File: src/rtl/fifo_tx_drain_ctrl_if.sv
// Handshake bundle between the FIFO read port, the UART TX parallel input and
// the drain controller. master = controller side, slave = FIFO/UART side.
interface fifo_tx_drain_ctrl_if #(
    parameter int DATA_WIDTH = 8,
    parameter int GAP_WIDTH  = 8,
    parameter int CNT_WIDTH  = 16
);
    logic                  ENABLE;
    logic [GAP_WIDTH-1:0]  GAP_CFG;
    logic                  FIFO_EMPTY;
    logic [DATA_WIDTH-1:0] FIFO_RD_DATA;
    logic                  FIFO_R_INC;
    logic                  TX_BUSY;
    logic [DATA_WIDTH-1:0] TX_P_DATA;
    logic                  TX_DATA_VALID;
    logic                  CTRL_IDLE;
    logic [CNT_WIDTH-1:0]  SENT_CNT;
    logic                  TX_ERR;

    modport master (
        input  ENABLE, GAP_CFG, FIFO_EMPTY, FIFO_RD_DATA, TX_BUSY,
        output FIFO_R_INC, TX_P_DATA, TX_DATA_VALID, CTRL_IDLE, SENT_CNT, TX_ERR
    );

    modport slave (
        output ENABLE, GAP_CFG, FIFO_EMPTY, FIFO_RD_DATA, TX_BUSY,
        input  FIFO_R_INC, TX_P_DATA, TX_DATA_VALID, CTRL_IDLE, SENT_CNT, TX_ERR
    );
endinterface

File: src/rtl/fifo_tx_drain_ctrl.sv
// Read-domain sequencer: pops FIFO bytes into the UART TX with a gap and byte count.
// Optional macro TX_TIMEOUT_EN adds a TX_BUSY-rise timeout in WAIT_ACK (TX_ERR pulse).
module fifo_tx_drain_ctrl #(
    parameter int DATA_WIDTH     = 8,
    parameter int GAP_WIDTH      = 8,
    parameter int CNT_WIDTH      = 16,
    parameter int TIMEOUT_CYCLES = 64
) (
    input  logic                 CLK,
    input  logic                 RST,
    fifo_tx_drain_ctrl_if.master bus
);
    typedef enum logic [2:0] {
        IDLE      = 3'd0,
        POP       = 3'd1,
        SEND      = 3'd2,
        WAIT_ACK  = 3'd3,
        WAIT_DONE = 3'd4,
        GAP       = 3'd5
    } state_t;

    if (TIMEOUT_CYCLES < 1) begin : g_bad_timeout
        $error("TIMEOUT_CYCLES must be at least 1");
    end

    state_t                state_reg, state_next;
    logic [DATA_WIDTH-1:0] data_reg,  data_next;
    logic [CNT_WIDTH-1:0]  cnt_reg,   cnt_next;
    logic [GAP_WIDTH-1:0]  gap_reg,   gap_next;

`ifdef TX_TIMEOUT_EN
    localparam int TMO_W = $clog2(TIMEOUT_CYCLES + 1);
    logic [TMO_W-1:0]      tmo_reg,   tmo_next;
    logic                  err_reg,   err_next;
`endif

    always_ff @(posedge CLK) begin
        if (RST) begin
            state_reg <= IDLE;
            data_reg  <= '0;
            cnt_reg   <= '0;
            gap_reg   <= '0;
`ifdef TX_TIMEOUT_EN
            tmo_reg   <= '0;
            err_reg   <= 1'b0;
`endif
        end else begin
            state_reg <= state_next;
            data_reg  <= data_next;
            cnt_reg   <= cnt_next;
            gap_reg   <= gap_next;
`ifdef TX_TIMEOUT_EN
            tmo_reg   <= tmo_next;
            err_reg   <= err_next;
`endif
        end
    end

    always_comb begin
        state_next = state_reg;
        data_next  = data_reg;
        cnt_next   = cnt_reg;
        gap_next   = gap_reg;
`ifdef TX_TIMEOUT_EN
        tmo_next   = tmo_reg;
        err_next   = 1'b0;
`endif
        case (state_reg)
            IDLE: begin
                // FIFO_RD_DATA is valid now; the pop strobe follows next cycle.
                if (bus.ENABLE && !bus.FIFO_EMPTY && !bus.TX_BUSY) begin
                    data_next  = bus.FIFO_RD_DATA;
                    state_next = POP;
                end
            end
            POP: state_next = SEND;
            SEND: begin
                state_next = WAIT_ACK;
`ifdef TX_TIMEOUT_EN
                tmo_next   = '0;
`endif
            end
            WAIT_ACK: begin
                if (bus.TX_BUSY) begin
                    state_next = WAIT_DONE;
                end
`ifdef TX_TIMEOUT_EN
                else if (tmo_reg == TMO_W'(TIMEOUT_CYCLES - 1)) begin
                    state_next = IDLE;
                    err_next   = 1'b1;
                end else begin
                    tmo_next   = tmo_reg + 1'b1;
                end
`endif
            end
            WAIT_DONE: begin
                if (!bus.TX_BUSY) begin
                    cnt_next   = cnt_reg + 1'b1;
                    gap_next   = bus.GAP_CFG;
                    state_next = (bus.GAP_CFG == '0) ? IDLE : GAP;
                end
            end
            GAP: begin
                gap_next = gap_reg - 1'b1;
                if (gap_reg <= GAP_WIDTH'(1)) begin
                    state_next = IDLE;
                end
            end
            default: state_next = IDLE;
        endcase
    end

    assign bus.FIFO_R_INC    = (state_reg == POP);
    assign bus.TX_DATA_VALID = (state_reg == SEND);
    assign bus.CTRL_IDLE     = (state_reg == IDLE);
    assign bus.TX_P_DATA     = data_reg;
    assign bus.SENT_CNT      = cnt_reg;
`ifdef TX_TIMEOUT_EN
    assign bus.TX_ERR        = err_reg;
`else
    assign bus.TX_ERR        = 1'b0;
`endif
endmodule

File: src/flat_wrapper.sv
// flat-port wrapper written by rule: the top's interface ports become plain ports
module fifo_tx_drain_ctrl_flat 
#(
    parameter int DATA_WIDTH     = 8,
    parameter int GAP_WIDTH      = 8,
    parameter int CNT_WIDTH      = 16,
    parameter int TIMEOUT_CYCLES = 64
)
  (CLK, RST, bus_ENABLE, bus_GAP_CFG, bus_FIFO_EMPTY, bus_FIFO_RD_DATA, bus_TX_BUSY, bus_FIFO_R_INC, bus_TX_P_DATA, bus_TX_DATA_VALID, bus_CTRL_IDLE, bus_SENT_CNT, bus_TX_ERR);
  fifo_tx_drain_ctrl_if #(.DATA_WIDTH(DATA_WIDTH), .GAP_WIDTH(GAP_WIDTH), .CNT_WIDTH(CNT_WIDTH)) bus_i ();
  input  logic CLK;
  input  logic RST;
  input wire logic [$bits(bus_i.ENABLE)-1:0] bus_ENABLE;
  input wire logic [$bits(bus_i.GAP_CFG)-1:0] bus_GAP_CFG;
  input wire logic [$bits(bus_i.FIFO_EMPTY)-1:0] bus_FIFO_EMPTY;
  input wire logic [$bits(bus_i.FIFO_RD_DATA)-1:0] bus_FIFO_RD_DATA;
  input wire logic [$bits(bus_i.TX_BUSY)-1:0] bus_TX_BUSY;
  output wire logic [$bits(bus_i.FIFO_R_INC)-1:0] bus_FIFO_R_INC;
  output wire logic [$bits(bus_i.TX_P_DATA)-1:0] bus_TX_P_DATA;
  output wire logic [$bits(bus_i.TX_DATA_VALID)-1:0] bus_TX_DATA_VALID;
  output wire logic [$bits(bus_i.CTRL_IDLE)-1:0] bus_CTRL_IDLE;
  output wire logic [$bits(bus_i.SENT_CNT)-1:0] bus_SENT_CNT;
  output wire logic [$bits(bus_i.TX_ERR)-1:0] bus_TX_ERR;
  assign bus_i.ENABLE = bus_ENABLE;
  assign bus_i.GAP_CFG = bus_GAP_CFG;
  assign bus_i.FIFO_EMPTY = bus_FIFO_EMPTY;
  assign bus_i.FIFO_RD_DATA = bus_FIFO_RD_DATA;
  assign bus_i.TX_BUSY = bus_TX_BUSY;
  assign bus_FIFO_R_INC = bus_i.FIFO_R_INC;
  assign bus_TX_P_DATA = bus_i.TX_P_DATA;
  assign bus_TX_DATA_VALID = bus_i.TX_DATA_VALID;
  assign bus_CTRL_IDLE = bus_i.CTRL_IDLE;
  assign bus_SENT_CNT = bus_i.SENT_CNT;
  assign bus_TX_ERR = bus_i.TX_ERR;
  fifo_tx_drain_ctrl #(.DATA_WIDTH(DATA_WIDTH), .GAP_WIDTH(GAP_WIDTH), .CNT_WIDTH(CNT_WIDTH), .TIMEOUT_CYCLES(TIMEOUT_CYCLES)) u_core (.CLK(CLK), .RST(RST), .bus(bus_i));
endmodule
File: config.mk
export PLATFORM = sky130hd
export DESIGN_NAME = fifo_tx_drain_ctrl_flat
export DESIGN_NICKNAME = d
export VERILOG_FILES = /design/src/rtl/fifo_tx_drain_ctrl_if.sv /design/src/rtl/fifo_tx_drain_ctrl.sv /design/src/flat_wrapper.sv
export SDC_FILE = /design/constraint.sdc
export NUM_CORES = 1
export LEC_CHECK = 0
export CORE_MARGIN = 2
export CORE_UTILIZATION = 35
export CTS_CLUSTER_SIZE = 12
export DETAILED_ROUTE_END_ITERATION = 8
export PLACE_DENSITY = 0.7
export SYNTH_ARGS = -nofsm -noshare
export SYNTH_HDL_FRONTEND = slang
export SYNTH_SLANG_ARGS = --single-unit
File: constraint.sdc
create_clock -name CLK -period 2.8 [get_ports CLK]
set_input_delay 0.7 -clock CLK [delete_from_list [all_inputs] [get_ports CLK]]
set_output_delay 0.7 -clock CLK [all_outputs]
set_load 0.05 [all_outputs]
==> flow_summary_export.csv, run 1 <==
group,metric,value,unit
clock_network,cts.path.max_buffers,2,
grt,antenna_found_initial,0,
placement,dpl_cell_area,2260,um^2
grt,grt_pass1_wl,6.61,mm
logic_synthesis,avgSynthCellArea,8.56,um^2
logic_synthesis,syn_nets,223,
setup_path,path_cells,"and3_1 > clkdlybuf4s50_1",
logic_synthesis,synth_edf_count,0,
floorplan,fp.dieW,73.8,um
finish,final_area,2350,um^2
flow_run,drv_cap,0,
grt,overflow,0,
finish,antennaDiodeCount,0,
setup_path,path_delay_family,"buffers and inverters",
drt,drc_errors,0,
setup_path,worstPathMaxFanout,14,
clock_network,cts-root-buf,"clkbuf_8",
sta,slew_violations,0,
sta,slew_headroom,62.2,%
finish,syn_to_final_growth,37.9,%
clock_network,clkSinkCount,35,
clock_network,cts.clk_slew.worst_paths,70,ps
floorplan,core_area,4720,um^2
floorplan,rows,25,
sta,final.min_clock_period,2580,ps
clock_network,clk_latency,280,ps
sta,fin_hold_ws,493,ps
placement,io_buffers,47,
sta,rsz0062_at_grt,"false",
finish,fillers,454,
logic_synthesis,netlist_area,1700,um^2
logic_synthesis,netlist_instances,199,
finish,fin_util,49.7,%
pwr,p_leak,0.844,nW
hold_path,hold_path.class,"reg -> reg",
sta,tns,0,ps
grt,global_route.usage.met3,5.08,%
clock_network,cts_made_buffers,5,
logic_synthesis,yosysWarnings,0,
drt,drt_wl_total,3.99,mm
setup_path,critPathKind,"reg -> out",
placement,place_congestion,0.837,
setup_path,critPathSlowestCell,"clkdlybuf4s50_1",
pwr,finalPower,1.52,mW
setup_path,crit_path_start_kind,"flop",
logic_synthesis,ys_types,47,
pwr,ir_worst_vdd,0.000371,V
floorplan,pin_count,49,
clock_network,post_cts_buffers,0,
floorplan,die_area,5440,um^2
setup_path,end_kind,"output port",
clock_network,cts-resized-gates,0,
grt,busiest_layer,"met2",
drt,wl_per_cell,12.6,um
logic_synthesis,ys.flop_type,"dfxtp_1",
setup_path,cp.required,2100,ps
sta,finalHoldViolCount,0,
sta,skew,5.30,ps
clock_network,cts_tree,"built",
logic_synthesis,synth_top_cell_by_area,"dfxtp_1",
setup_path,arrival,1880,ps
logic_synthesis,synth.most_common_cell,"dfxtp_1",
grt,grt_use_met1,20.2,%
grt,grt_pass1_vias,1496,
finish,fin_nets,272,
finish,layout-drive-gt1-share,6.02,%
setup_path,cp_num_buf_inv,1,
sta,fmax,0.388,GHz
placement,hpwlAfterDp,2.89,mm
grt,grt_max_degree,16,
drt,viasPerCell,5.17,
clock_network,ctsHoldBuffers,0,
logic_synthesis,seq_area_frac_synth,41.1,%
clock_network,htree_levels,2,
pwr,p_per_area,649,nW/um^2
logic_synthesis,yosys-top-cells-count,"35 x dfxtp_1, 30 x nor2_1, 13 x a21oi_1, 10 x clkbuf_1, 9 x nor3_1",
logic_synthesis,postSynth.asyncResetShare,0,%
floorplan,die_h,73.8,um
logic_synthesis,synth.area.top_cells,"dfxtp_1 41%, nor2_1 6.6%, mux2i_1 4.7%, a21oi_1 3.8%, nor3_1 2.6%",
floorplan,start_util,36.1,%
sta,tightest_slew,566,ps
sta,final-setup-viol-count,0,
logic_synthesis,synth_top_area_share,41.1,%
grt,gr-usage-all-layers,15.5,%
finish,largest_register_ffs,16,
drt,ant_nets,0,
drt,dr.pass1.iters,4,
status,status,"complete, no violations",
drt,drtIter0Drc,70,
grt,use_met2,24.1,%
logic_synthesis,ys_ff_latch,35,
setup_path,cp_slowest_stage_delay,790,ps
drt,vias,1633,
sta,fin_crit_sh,92.1,%
worst paths after layout:
path	from	end	slack, ps	cells past startpoint
setup reg to reg	u_core.state_reg[1]$_SDFFE_PP0P_	u_core.bus.SENT_CNT[15]$_SDFFE_PP0P_	690	5
hold reg to reg	u_core.bus.SENT_CNT[15]$_SDFFE_PP0P_	u_core.bus.SENT_CNT[15]$_SDFFE_PP0P_	490	2
setup / recovery	u_core.state_reg[0]$_SDFFE_PP0P_	bus_FIFO_R_INC	220	2
hold / removal	u_core.bus.SENT_CNT[15]$_SDFFE_PP0P_	u_core.bus.SENT_CNT[15]$_SDFFE_PP0P_	490	2
logic make-up after synthesis:
kind of cell / after synthesis / share of synthesized area (%)
other: 1 / 0.220
adder cells (fa/ha/maj): 3 / 2.20
AND/OR/NAND/NOR: 86 / 26.8
AO/OA/AOI/OAI: 41 / 16.6
multiplexers: 8 / 4.70
XOR/XNOR: 9 / 4.63
flip-flops: 35 / 41.1
buffers and inverters: 16 / 3.74
worst min-delay path: cells and delay by family (launching register included):
| family | cells | cell delay, ps |
|---|---|---|
| flops | 1 | 330 |
| compound gates | 2 | 130 |
layout by cell type, fill, tap and decap left out, drive strengths merged, types with 3 or more instances in the layout:
cell type	instances
clkdlybuf4s50	47
dfxtp	35
nor2	30
a21oi	13
nor3	9
mux2i	8
nand2	8
nand3	7
buf	6
clkbuf	6
nand4	5
xor2	5
or4	5
o31ai	5
inv	5
xnor2	4
o21ai	4
and2	3
a211oi	3
o31a	3
ha	3
per-layer routing:
| layer | wire length [um] | vias up | part of all wire [%] |
|---|---|---|---|
| met5 | 0 | - | 0 |
| met4 | 32 | 0 | 0.80 |
| met3 | 248 | 4 | 6.2 |
| met2 | 1800 | 40 | 45 |
| met1 | 1910 | 763 | 48 |
| li1 | - | 826 | - |
final cells by class:
type                            count  area (um^2)  share of cell area [%]
Clock buffer                        6         72.6                    3.09
Inverter                            5         18.8                   0.799
Clock inverter                      2         12.5                   0.532
Sequential cell                    35          701                    29.8
Timing Repair Buffer               53          515                    21.9
Multi-Input combinational cell    148          946                    40.3
Tap cell                           67         83.8                    3.57
metrics by stage:
stage,worst slack [ps],instances
after CTS,224,316
after global routing,122,316
final,222,316
after detailed placement,66.1,308
after global placement,109,308
after floorplan,382,199
power breakdown:
group	internal, mW	total [mW]	leakage (nW)	switching [mW]
clock network	0.174	0.354	0.0412	0.181
logic	0.226	0.542	0.519	0.316
registers	0.553	0.628	0.283	0.0752
Note: power is estimated with default switching activity, not from simulation.
==> inputs of run 2 (changes only) <==
--- a/config.mk
+++ b/config.mk
@@ -9,7 +9,9 @@
 export CORE_UTILIZATION = 35
 export CTS_CLUSTER_SIZE = 12
 export DETAILED_ROUTE_END_ITERATION = 8
+export HOLD_SLACK_MARGIN = 0.02
 export PLACE_DENSITY = 0.7
+export SETUP_SLACK_MARGIN = 0.1
 export SYNTH_ARGS = -nofsm -noshare
 export SYNTH_HDL_FRONTEND = slang
 export SYNTH_SLANG_ARGS = --single-unit
==> results of run 2 <==
Final layout, timing and power as in run 1 (identical DEF).
==> inputs of run 3 (changes only) <==
--- a/config.mk
+++ b/config.mk
@@ -12,6 +12,7 @@
 export HOLD_SLACK_MARGIN = 0.02
 export PLACE_DENSITY = 0.7
 export SETUP_SLACK_MARGIN = 0.1
+export SLEW_MARGIN = 10
 export SYNTH_ARGS = -nofsm -noshare
 export SYNTH_HDL_FRONTEND = slang
 export SYNTH_SLANG_ARGS = --single-unit
==> results of run 3 <==
Final layout, timing and power as in run 1 (identical DEF).
==> edit, RTL diff (config.mk and constraints of run 1) <==
`GAP_WIDTH` is set to 8 in 3 places; all go to 10.
--- a/src/rtl/fifo_tx_drain_ctrl_if.sv
+++ b/src/rtl/fifo_tx_drain_ctrl_if.sv
@@ -3,5 +3,5 @@
 interface fifo_tx_drain_ctrl_if #(
     parameter int DATA_WIDTH = 8,
-    parameter int GAP_WIDTH  = 8,
+    parameter int GAP_WIDTH  = 10,
     parameter int CNT_WIDTH  = 16
 );
--- a/src/rtl/fifo_tx_drain_ctrl.sv
+++ b/src/rtl/fifo_tx_drain_ctrl.sv
@@ -3,5 +3,5 @@
 module fifo_tx_drain_ctrl #(
     parameter int DATA_WIDTH     = 8,
-    parameter int GAP_WIDTH      = 8,
+    parameter int GAP_WIDTH      = 10,
     parameter int CNT_WIDTH      = 16,
     parameter int TIMEOUT_CYCLES = 64
--- a/src/flat_wrapper.sv
+++ b/src/flat_wrapper.sv
@@ -3,5 +3,5 @@
 #(
     parameter int DATA_WIDTH     = 8,
-    parameter int GAP_WIDTH      = 8,
+    parameter int GAP_WIDTH      = 10,
     parameter int CNT_WIDTH      = 16,
     parameter int TIMEOUT_CYCLES = 64
Interface: changed (resized bus_GAP_CFG); port bits go from 49 to 51. No check against the original RTL was run, so the function may have changed too.
==> edit against run 1 <==
Wire length increased by 5.7%. Cell area rose by 8.0%. Area after synthesis grew 7.6%. Worst hold slack improved by 0.0041 ns. Setup slack gained 0.078 ns. Core utilization grew 0.28 points. Non-clock buffer count up 3. Sequential cell count is 2 higher. Critical path type unchanged. Highest routed layer unchanged.
Power is not compared: it rests on default switching activity, and its combinational part moved more than twofold at a synthesized area within 25%.
==> edit: results (changes against run 1) <==
| Metric | Value |
|---|---|
| Worst VDD drop | roughly 0.00030 V |
| GPL Wtd Cong | 0.799 (was 0.837) |
| P_clk | 0.563 mW |
| Leak pwr | 0.906 nW |
| CP Data Arrival Time | 1.80 ns (was 1.88 ns) |
| Slowest stage delay, CP | 0.84 ns (was 0.79 ns) |
| H-tree Lvls | 2 (unchanged) |
| Worst-Skew Late Latency | 0.29 ns |
| Mux contribution to synthesized area | 0.0437 (was 0.0470) |
| Post-CTS Setup Bufs | 0 (unchanged) |
| Status | finished, final reports clean (unchanged) |
| Final cell count without fillers | 339 (was 316) |
| CTS resizes | 0 (unchanged) |
| Synth Area in Compound Gates | 0.140 (was 0.166) |
| Post-Synth XOR/XNOR Area | 0.0477 (was 0.0463) |
| Largest register FFs | 16 (unchanged) |
| Placed instance area | 2400 um2 (was 2260 um2) |
| Post-synth top cells | 37 x dfxtp_1, 28 x nor2_1, 14 x nand2_1 (was 35 x dfxtp_1, 30 x nor2_1, 13 x a21oi_1) |
| Clk root buf | clkbuf_8 (unchanged) |
| Critical path fanouts, max | 12 (was 14) |
| Synth async-reset ratio | 0 (unchanged) |
| Post-synthesis average cell area | 8.41 um2 (was 8.56 um2) |
| Comb power frac | 0.136 |
| Slowest-stage cell, CP | clkdlybuf4s50_1 (unchanged) |
| Synth area leaders | dfxtp_1 40%, nor2_1 5.7%, mux2i_1 4.4%, xnor2_1 3.3%, nor4_1 3.1% (was dfxtp_1 41%, nor2_1 6.6%, mux2i_1 4.7%, a21oi_1 3.8%, nor3_1 2.6%) |
| Setup Skew | 0.00920 ns (was 0.00530 ns) |
| Layout cell share with drive strength beyond 1 | 0.0818 (was 0.0602) |
| Top FF cell, synth | dfxtp_1 (unchanged) |
| Netlist cell types | 46 (was 47) |
| CP top delay family | buffers and inverters (unchanged) |
| Longest Clk Path Bufs | 2 (unchanged) |
| Warnings from Yosys | 0 (unchanged) |
| 1st-iter DRT viols | 83 (was 70) |
| Vias in the first global route | 1555 (was 1496) |
| Final TNS setup | 0 ns (unchanged) |
| Tot GR Track Use | 0.150 (was 0.155) |
| Clk pin slew, worst setup/hold paths | about 0.08 ns |
| Post-synthesis sequential area ratio | 0.404 (was 0.411) |
| DR pass1 iterations | 4 (unchanged) |
| Largest net degree at the start of global routing | 24 (was 16) |
| Net Count, Synth | 244 (was 223) |
| Layout Nets | 294 (was 272) |
| Port buffer count | 49 (was 47) |
| Worst slack, placed | 0.0348 ns (was 0.0661 ns) |
| Placed insts | 331 (was 308) |
| Cell Int Power | around 0.97 mW |
| Slew margin rel. | 0.502 (was 0.622) |
| PwrDens | approximately 500 nW/um2 |
| Drt total wl | 4220 um (was 3990 um) |
| Vias | 1733 (was 1633) |
| Dpl hpwl | 3080 um (was 2890 um) |
| Worst min path class | register to register (unchanged) |
| First-pass GRT wire length | 7200 um (was 6610 um) |
| Num CTS Buffers | 5 (unchanged) |
| Layout fillers | 501 (was 454) |
| Adder-Cell Fraction of Synth Area | 0.0205 (was 0.0220) |
| Diodes inserted | 0 (unchanged) |
| Initial antenna violation count | 0 (unchanged) |
==> edit: cell count changes after synthesis, moves of 3 or more <==
cell / before / now
nor4_1: 2 / 9
o21ai_0: 3 / 10
nand2_1: 8 / 14
nor3_1: 9 / 3
or3_1: 2 / 7
a31oi_1: 0 / 4
inv_1: 4 / 8
o31ai_1: 5 / 1
or4_1: 5 / 1
o31a_1: 3 / 0
xnor2_1: 4 / 7
==> edit: worst reg2reg max path, delay by kind of cell (launching register included) <==
| kind | cells | cell delay [ns] |
|---|---|---|
| flops | 1 | 0.35 |
| simple gates | 3 | 1.47 |
| compound gates | 1 | 0.15 |
| buf+inv | 1 | 0.18 |
==> edit: metal layers <==
layer	share of wire	vias up	global-route usage
li1	-	888	-
met1	0.48	779	0.196
met2	0.44	59	0.232
met3	0.063	7	0.0415
met4	0.015	0	0.0655
met5	0	-	0
==> edit: final timing paths <==
path,startpoint,end,slack [ns],cells past startpoint
hold / removal,u_core.bus.SENT_CNT[15],u_core.bus.SENT_CNT[15],0.50,2
hold reg to reg,u_core.bus.SENT_CNT[15],u_core.bus.SENT_CNT[15],0.50,2
setup / recovery,u_core.state_reg[2],bus_FIFO_R_INC,0.30,2
setup reg to reg,u_core.state_reg[0],u_core.bus.SENT_CNT[15],0.59,5
==> edit: layout make-up <==
| class | count | area, um2 | share of cell area |
|---|---|---|---|
| Sequential cell | 37 | 741 | 0.292 |
| Clock inverter | 3 | 68.8 | 0.0271 |
| Multi-Input combinational cell | 160 | 1000 | 0.395 |
| Clock buffer | 5 | 68.8 | 0.0271 |
| Timing Repair Buffer | 56 | 541 | 0.213 |
| Tap cell | 70 | 87.6 | 0.0345 |
| Inverter | 8 | 30.0 | 0.0118 |
